`config.mk`:
```
export PLATFORM = sky130hd
export DESIGN_NAME = bus_xfer_sequencer
export DESIGN_NICKNAME = d
export VERILOG_FILES = /design/src/rtl/bus_xfer_sequencer.sv
export SDC_FILE = /design/constraint.sdc
export NUM_CORES = 1
export LEC_CHECK = 0
export ABC_AREA = 0
export BUFFER_PORTS_ARGS = -buffer_cell sky130_fd_sc_hd__buf_2
export CAP_MARGIN = 20
export CORE_AREA = 8 8 115 117
export CTS_CLUSTER_SIZE = 30
export DETAILED_ROUTE_END_ITERATION = 7
export DIE_AREA = 0 0 123 125
export PLACE_DENSITY = 0.66
export SKIP_LAST_GASP = 1
export SLEW_MARGIN = 15
export SYNTH_ARGS = -nofsm -noshare
export SYNTH_HDL_FRONTEND = slang
export SYNTH_SLANG_ARGS = --single-unit
```
`constraint.sdc`:
```
create_clock -name clock -period 2.84 [get_ports clock]
set_input_delay 0.142 -clock clock [delete_from_list [all_inputs] [get_ports clock]]
set_output_delay 0.142 -clock clock [all_outputs]
set_load 0.01 [all_outputs]
```
`src/rtl/bus_xfer_sequencer.sv`:
```
// Register-transfer sequencer: buffers commands in a FIFO and issues one one-hot
// bus source select plus one-hot destination load per transfer cycle.
module bus_xfer_sequencer #(
  parameter int unsigned DEPTH = 4
) (
  input  logic                     clock,
  input  logic                     clear,
  input  logic                     cmd_valid,
  output logic                     cmd_ready,
  input  logic [4:0]               cmd_src,
  input  logic [4:0]               cmd_dst,
  input  logic                     cmd_wait,
  input  logic                     alu_done,
  output logic [23:0]              src_sel,
  output logic [23:0]              dst_load,
  output logic                     busy,
  output logic [$clog2(DEPTH):0]   count,
  output logic                     err
);

  localparam int unsigned AW = $clog2(DEPTH);

  typedef struct packed {
    logic       wt;
    logic [4:0] dst;
    logic [4:0] src;
  } cmd_t;

  typedef enum logic [1:0] {
    StIdle,
    StWaitAlu,
    StDrive
  } state_e;

  cmd_t          mem_q [DEPTH];
  logic [AW-1:0] wr_ptr_q, rd_ptr_q;
  logic [AW:0]   count_q;
  logic          push, pop, full, empty;
  cmd_t          head;

  state_e        state_q, state_d;
  cmd_t          held_q, held_d;
  logic [23:0]   src_sel_q, src_sel_d;
  logic [23:0]   dst_load_q, dst_load_d;
  logic          err_q, err_d;

  function automatic logic [23:0] onehot(input logic [4:0] code);
    onehot = 24'd1 << code;
  endfunction

  function automatic logic is_legal(input cmd_t c);
    is_legal = (c.src < 5'd24) && (c.dst < 5'd24);
  endfunction

  // ---------------------------------------------------------------------------
  // Command FIFO
  // ---------------------------------------------------------------------------
  assign full  = (count_q == (AW + 1)'(DEPTH));
  assign empty = (count_q == '0);
  assign push  = cmd_valid && !full;
  assign head  = mem_q[rd_ptr_q];

  // Storage needs no reset; occupancy is tracked by count_q.
  always_ff @(posedge clock) begin
    if (push) begin
      mem_q[wr_ptr_q] <= '{wt: cmd_wait, dst: cmd_dst, src: cmd_src};
    end
  end

  always_ff @(posedge clock or negedge clear) begin
    if (!clear) begin
      wr_ptr_q <= '0;
      rd_ptr_q <= '0;
      count_q  <= '0;
    end else begin
      if (push) begin
        wr_ptr_q <= wr_ptr_q + 1'b1;
      end
      if (pop) begin
        rd_ptr_q <= rd_ptr_q + 1'b1;
      end
      unique case ({push, pop})
        2'b10:   count_q <= count_q + 1'b1;
        2'b01:   count_q <= count_q - 1'b1;
        default: count_q <= count_q;
      endcase
    end
  end

  // ---------------------------------------------------------------------------
  // Transfer FSM
  // ---------------------------------------------------------------------------
  always_comb begin
    state_d    = state_q;
    held_d     = held_q;
    src_sel_d  = '0;
    dst_load_d = '0;
    err_d      = err_q;
    pop        = 1'b0;

    unique case (state_q)
      StWaitAlu: begin
        if (alu_done) begin
          state_d    = StDrive;
          src_sel_d  = onehot(held_q.src);
          dst_load_d = onehot(held_q.dst);
        end
      end
      StIdle, StDrive: begin
        // DRIVE exits with the same pop decision as IDLE for back-to-back issue.
        state_d = StIdle;
        if (!empty) begin
          pop = 1'b1;
          if (!is_legal(head)) begin
            err_d = 1'b1;
          end else if (head.wt) begin
            state_d = StWaitAlu;
            held_d  = head;
          end else begin
            state_d    = StDrive;
            src_sel_d  = onehot(head.src);
            dst_load_d = onehot(head.dst);
          end
        end
      end
      default: begin
        state_d = StIdle;
      end
    endcase
  end

  always_ff @(posedge clock or negedge clear) begin
    if (!clear) begin
      state_q    <= StIdle;
      held_q     <= '0;
      src_sel_q  <= '0;
      dst_load_q <= '0;
      err_q      <= 1'b0;
    end else begin
      state_q    <= state_d;
      held_q     <= held_d;
      src_sel_q  <= src_sel_d;
      dst_load_q <= dst_load_d;
      err_q      <= err_d;
    end
  end

  assign cmd_ready = !full;
  assign count     = count_q;
  assign busy      = (state_q != StIdle) || !empty;
  assign src_sel   = src_sel_q;
  assign dst_load  = dst_load_q;
  assign err       = err_q;

endmodule

```
==> results.txt, run 1 <==
Post-Syn Area = 4440 µm²
Top post-synthesis cells by area = dfrtp_1, edfxtp_1, o22ai_1
GPL Wtd Cong = 0.793
Req. time, crit path = 3.07 ns
Crit Path Class = flop to flop
I/O Pins = 69
Maximum VDD drop = 0.357 mV
Biggest fanout along the worst timing path = 9
Via Count = 2,773
TritonCTS Sinks = 112
# diodes = 0
Synth warn = 0
CP bufs+invs = 2
Count of final setup violators = 0
# Max-Cap Violations = 0
Period utilization = 95.0%
CP Launch Point = rd_ptr_q[0]
Sw Share = 34.0%
Clk slew on worst S/H paths = 0.07 ns
CP max stage delay = 0.63 ns
ANT nets after route = 0
First-pass GRT wire length = 14,600 µm
Crit path capture type = flop
Seq pwr share = 40.9%
Post-synth top flop = dfrtp_1
Register area = 3020 µm²
EDFF count, synth = 44
Final #Nets = 388
Fraction of layout instances using a drive strength above 1 = 29.8%
Drt first-iter violations = 176
Part of the power in combinational logic = 35.1%
Die Span X = 123 µm
Tightest Hold Check Type = primary input to flop
Worst EP arrival = 2.93 ns
Leak = 0.00230 µW
Area Overhead vs Synth = 20.1%
CP top delay family = multiplexers
CTS root buf = clkbuf_16
Synth Area per Inst = 15.5 µm²
RSZ-0062 raised after global routing = false
Power Density = 1050 nW/µm²
Path depth of the worst reg2reg path = 6
Die Y = 125 µm
Worst-Margin Slew = 0.631 ns
Unique masters post-synth = 39
Gr ovfl total = 0
Clock Latency Late Sink = 0.35 ns
DR WL/cell = 17.3 µm
# DRC = 0
Critical path endpoint = held_q[3]
Power Internal = 3680 µW
Post-Syn Instances = 287
Async set-reset flop share out of synthesis = 60.7%
Pins Over Slew Limit = 0
Vias in the first global route = 2,839
Synth area leader = dfrtp_1
Crit start category = flop
Yosys reg bits = 112
Total negative setup slack = 0 ns
Area of the multi-input gates = 1350 µm²
Placed Cells incl. Taps = 502
Vias/cell = 5.34
Hold Vio Cnt, Final = 0
Net Sw Power = 1890 µW
Syn nets = 308
WP depth = 6
H-tree depth = 3
Die area = 15,400 µm²
Port Buffers = 68
Core Footprint = 11,600 µm²
Post-CTS resize count = 0
Starting Density = 38.3%
TritonCTS clock tree = built
# fillers = 1,072
Initial antenna violation count = 1
# rows = 40
Post-DP HPWL = 6410 µm
R2r setup slk = 0.14 ns
Sequential element share of the synthesized area = 68.1%
Final cell count without fillers = 519
Longest Clk Path Bufs = 2
Drt total wl = 8990 µm
Rel. slew slack = 58.0%
Clk pwr share = 24.0%
Worst r2r dst = held_q[3]
Largest net degree at the start of global routing = 69
CTS Buf Count = 9
Crit path time final = 2.70 ns
Fmax = 371 MHz
Crit path top cell by count = buf_4
Synth top area share = 38.3%
Critical R2R Launch = rd_ptr_q[0]
Slowest CP cell = mux4_2
Clock Skew = 0.00585 ns
DR pass1 iterations = 4
Most frequent cells in the layout = dfrtp_1, buf_2, o22ai_1
Worst path cell trace = buf_4 > mux4_2 > a22o_1 > nor4b_2 > buf_4 > mux2_2
Status = finished clean
Global Route Usage Sum = 12.1%
-- area by class of cell --
| type | instances | area share (%) |
|---|---|---|
| Clock buffer | 12 | 5.30 |
| Tap cell | 147 | 3.45 |
| Clock inverter | 4 | 0.868 |
| Inverter | 6 | 0.422 |
| Sequential cell | 112 | 56.7 |
| Multi-Input combinational cell | 161 | 25.4 |
| Timing Repair Buffer | 77 | 7.93 |
-- registers in the layout, summed over array words and instances (netlist names) --
register,flops
src_sel,24
mem_q,44
wr_ptr_q,2
held_q,10
count,3
err,1
state_q,2
rd_ptr_q,2
dst_load,24
-- metrics by stage --
stage / setup slack, ns / hold slack, ns / power (µW) / utilization, % / cell area, µm²
floorplan: 0.476 / -0.154 / 3700 / - / 4440
global placement: 0.241 / 0.185 / 4200 / 43.0 / 5000
detailed placement: 0.126 / 0.190 / 4280 / 43.0 / 5000
CTS: 0.105 / 0.000325 / 5630 / 45.9 / 5340
global route: 0.0389 / 0.0131 / 5900 / 45.9 / 5340
finish: 0.143 / 0.0116 / 5580 / 45.9 / 5340
-- power groups by stage --
| stage | combinational [µW] | clock (µW) | sequential (µW) |
|---|---|---|---|
| floorplan | 1440 | 0 | 2260 |
| global placement | 1900 | 0 | 2300 |
| detailed placement | 1960 | 0 | 2310 |
| CTS | 1970 | 1370 | 2280 |
| global route | 2140 | 1440 | 2320 |
| finish | 1960 | 1340 | 2280 |
-- what timing repair did --
action,4_1_cts,5_1_grt
setup buffers,0,0
endpoints found under the hold margin,68,0
hold buffers,1,0
-- synth_stat cells (2+ instances only) --
cell type	number
nor3b_1	2
o22ai_1	46
a2111oi_4	2
buf_1	4
dfrtp_1	68
ha_1	5
xor2_1	3
nand3_1	10
inv_1	6
xnor2_1	3
and3_1	4
o21ai_0	2
edfxtp_1	44
nor3_1	2
nand2_1	10
mux4_1	6
nand4b_1	4
or3b_1	3
nor2_1	10
nand2b_1	10
mux4_2	5
nand3b_1	7
mux2_1	6
or2_2	6
mux2_2	5
-- routing by layer --
layer | GRT usage, % | vias up | part of all wire (%)
met1 | 15.8 | 1386 | 44
li1 | - | 1273 | -
met3 | 3.20 | 14 | 7.1
met4 | 5.60 | 2 | 1.8
met2 | 18.2 | 98 | 47
met5 | 0 | - | 0.14
-- worst min path at each step --
| stage | from | end | slack, ns | cells after the start |
|---|---|---|---|---|
| finish | cmd_src[0] | mem_q[3][0] | 0.01 | 1 |
| global route | cmd_dst[3] | mem_q[2][8] | 0.01 | 1 |
| CTS | cmd_src[0] | mem_q[2][0] | 0.0003 | 1 |
| detailed placement | clear | dst_load[16] | 0.19 | 2 |
| global placement | clear | dst_load[18] | 0.19 | 2 |
| floorplan | clear | count[0] | -0.15 | 0 |
-- cells by family (layout without fill, tap and decap cells) --
family / after synthesis / count (layout) / synth area share, %
DFF: 112 / 112 / 68.1
and+or+nand+nor: 73 / 73 / 9.83
AOI/OAI and AO/OA: 53 / 53 / 8.51
muxes: 23 / 23 / 9.10
buffers and inverters: 14 / 99 / 1.46
adders and majority gates: 6 / 6 / 1.86
xor gates and xnor gates: 6 / 6 / 1.18
No activity file was read; power rests on OpenSTA's default activity.
==> inputs of run 2 (changes only) <==
ABC_AREA = 1   (was 0)
CORE_AREA = 8 8 123 125   (was 8 8 115 117)
DIE_AREA = 0 0 131 133   (was 0 0 123 125)
PLACE_DENSITY = 0.65   (was 0.66)
clock period = 3.1 ns   (was 2.84 ns; I/O delays follow)
==> run 2 against run 1 <==
- die area rose by 13%
- register-to-register slack improved by 0.67 ns
- flip-flop and latch count stayed put
- setup slack gained 0.67 ns
==> results.txt, run 2 <==
Status = finished clean
WP depth = 10
Syn nets = 605
Leak = 0.00303 µW
Worst EP arrival = 2.52 ns
Top-count cell post-synth = nand2_1
Final #Nets = 672
Crit path top cell by count = nand2_1
Post-CTS Setup Inserts = 0
Crit path time final = 2.28 ns
Biggest fanout along the worst timing path = 26
Worst-Margin Slew = 0.541 ns
CTS root buf = clkbuf_16
# DRC = 0
Worst path cell trace = inv_2 > nand2_1 > nand3_1 > nand2_1 > nand2_1 > nand2_2 > inv_1 > nand2_1 > nand2_1 > nand2_1
Async set-reset flop share out of synthesis = 60.7%
Commonest non-fill, non-tap cell in the layout = nand2_1
Post-synth top cells = nand2_1, nand3_1, dfrtp_1, nor2_1, inv_1
Largest net degree at the start of global routing = 49
TritonCTS clock tree = built
Vias in the first global route = 3,857
TritonCTS Sinks = 112
Post-Syn Area = 5160 µm²
Gr ovfl total = 0
Fin area = 5930 µm²
CP max stage delay = 0.39 ns
Placed Cells incl. Taps = 815
EDFF count, synth = 44
# rows = 42
Power Density = 927 nW/µm²
DR pass1 iterations = 5
Die area = 17,400 µm²
Crit Path Class = flop to flop
Crit path capture type = flop
Clock Latency Late Sink = 0.35 ns
Hold-fix buffers, CTS = 1
Fmax = 438 MHz
Clk slew on worst S/H paths = 0.06 ns
Final cell count without fillers = 831
Post-synth top flop = dfrtp_1
Most flop-heavy register = mem_q
CTS Buf Count = 9
Count of final setup violators = 0
Worst hold slack = 0.0212 ns
Area Overhead vs Synth = 14.8%
I/O Pins = 69
Hold Vio Cnt, Final = 0
CP bufs+invs = 2
First-pass GRT wire length = 18,500 µm
# diodes = 0
ANT nets after route = 0
CP top delay family = simple AND/OR/NAND/NOR gates
Drt first-iter violations = 339
Slowest CP cell = dfrtp_1
Most frequent cells in the layout = nand2_1, nand3_1, dfrtp_1, buf_2, nor2_1
Sequential element share of the synthesized area = 58.5%
Setup WS post-layout = 0.817 ns
Global Route Usage Sum = 13.5%
RSZ-0062 raised after global routing = false
Port Buffers = 68
Total negative setup slack = 0 ns
Period utilization = 73.6%
Maximum VDD drop = 0.327 mV
Tightest Hold Check Type = primary input to flop
Setup WS pre-CTS = 0.865 ns
Req. time, crit path = 3.33 ns
Vias/cell = 4.85
Fraction of layout instances using a drive strength above 1 = 16.3%
Post-Syn Instances = 584
Crit start category = flop
Via Count = 4,033
Longest Clk Path Bufs = 2
Rel. slew slack = 63.8%
Starting Density = 39.5%
Placed Area = 5640 µm²
Number of flip-flops in the largest register = 44
Core Footprint = 13,100 µm²
Worst Hold Path Cells = 1
DR WL/cell = 13.7 µm
Top post-synthesis cells by area = dfrtp_1, edfxtp_1, nand2_1
Synth warn = 0
Yosys reg bits = 112
Path depth of the worst reg2reg path = 10
Unique masters post-synth = 26
Post-DP HPWL = 8570 µm
Post-CTS resize count = 0
Synth top area share = 33.0%
Clock Skew = 0.00620 ns
Die Y = 133 µm
Drt total wl = 11,400 µm
Synth area leader = dfrtp_1
GPL Wtd Cong = 0.916
# Max-Cap Violations = 0
Initial antenna violation count = 1
Pins Over Slew Limit = 0
Die Span X = 131 µm
Synth Area per Inst = 8.84 µm²
H-tree depth = 3
==> run 2: metrics by stage <==
| step | util (%) | total power [µW] |
|---|---|---|
| floorplan | - | 3940 |
| global placement | 43.1 | 4360 |
| detailed placement | 43.1 | 4450 |
| CTS | 45.3 | 5520 |
| global route | 45.3 | 5920 |
| finish | 45.3 | 5490 |
==> run 2: cell type report <==
class / count / area (µm²)
fill: 1291 / 7160
sequential: 112 / 3020
multi-input combinational: 395 / 1770
timing repair buffer: 79 / 425
clock buffer: 12 / 260
tap: 176 / 220
inverter: 54 / 205
clock inverter: 3 / 17.5
==> run 2: worst register-to-register path, stage by stage, from the launching register on <==
cell     delay, ns
dfrtp_1       0.39
inv_2         0.32
nand2_1       0.11
nand3_1       0.09
nand2_1       0.28
nand2_1       0.19
nand2_2       0.10
inv_1         0.24
nand2_1       0.28
nand2_1       0.13
nand2_1       0.05
==> run 2: power by group <==
part | leakage (µW) | internal (µW) | switching, µW
Clock | 0.000138 | 591 | 486
Sequential | 0.00131 | 1840 | 210
Combinational | 0.00158 | 655 | 1700
Total | 0.00303 | 3090 | 2400
==> run 2: metal layers <==
metal	part of all wire (%)	wire length [µm]	global-route usage [%]	vias to the layer above
li1	-	-	-	2008
met1	45	5100	16.9	1892
met2	47	5400	21.8	114
met3	6.2	711	2.77	17
met4	1.7	197	5.68	2
met5	0.070	8	0	-
==> run 2: path summary, 6_finish.rpt <==
path	slack, ns	to	start
worst max register to register	0.82	held_q[8]	rd_ptr_q[0]
max in group asynchronous	1.88	wr_ptr_q[0]	clear
worst max-delay path	0.82	held_q[8]	rd_ptr_q[0]
worst min register to register	0.49	held_q[9]	held_q[9]
worst min-delay path	0.02	mem_q[2][9]	cmd_dst[4]
min in group asynchronous	0.30	src_sel[10]	clear
==> run 2: kinds of logic (layout without fill, tap and decap cells) <==
group | Yosys count | in the layout | synth area share (%)
and+or+nand+nor | 363 | 363 | 29.8
DFF | 112 | 112 | 58.5
xor gates and xnor gates | 5 | 5 | 0.848
AOI/OAI and AO/OA | 21 | 21 | 2.08
adders and majority gates | 6 | 6 | 1.60
buffers and inverters | 77 | 148 | 7.10
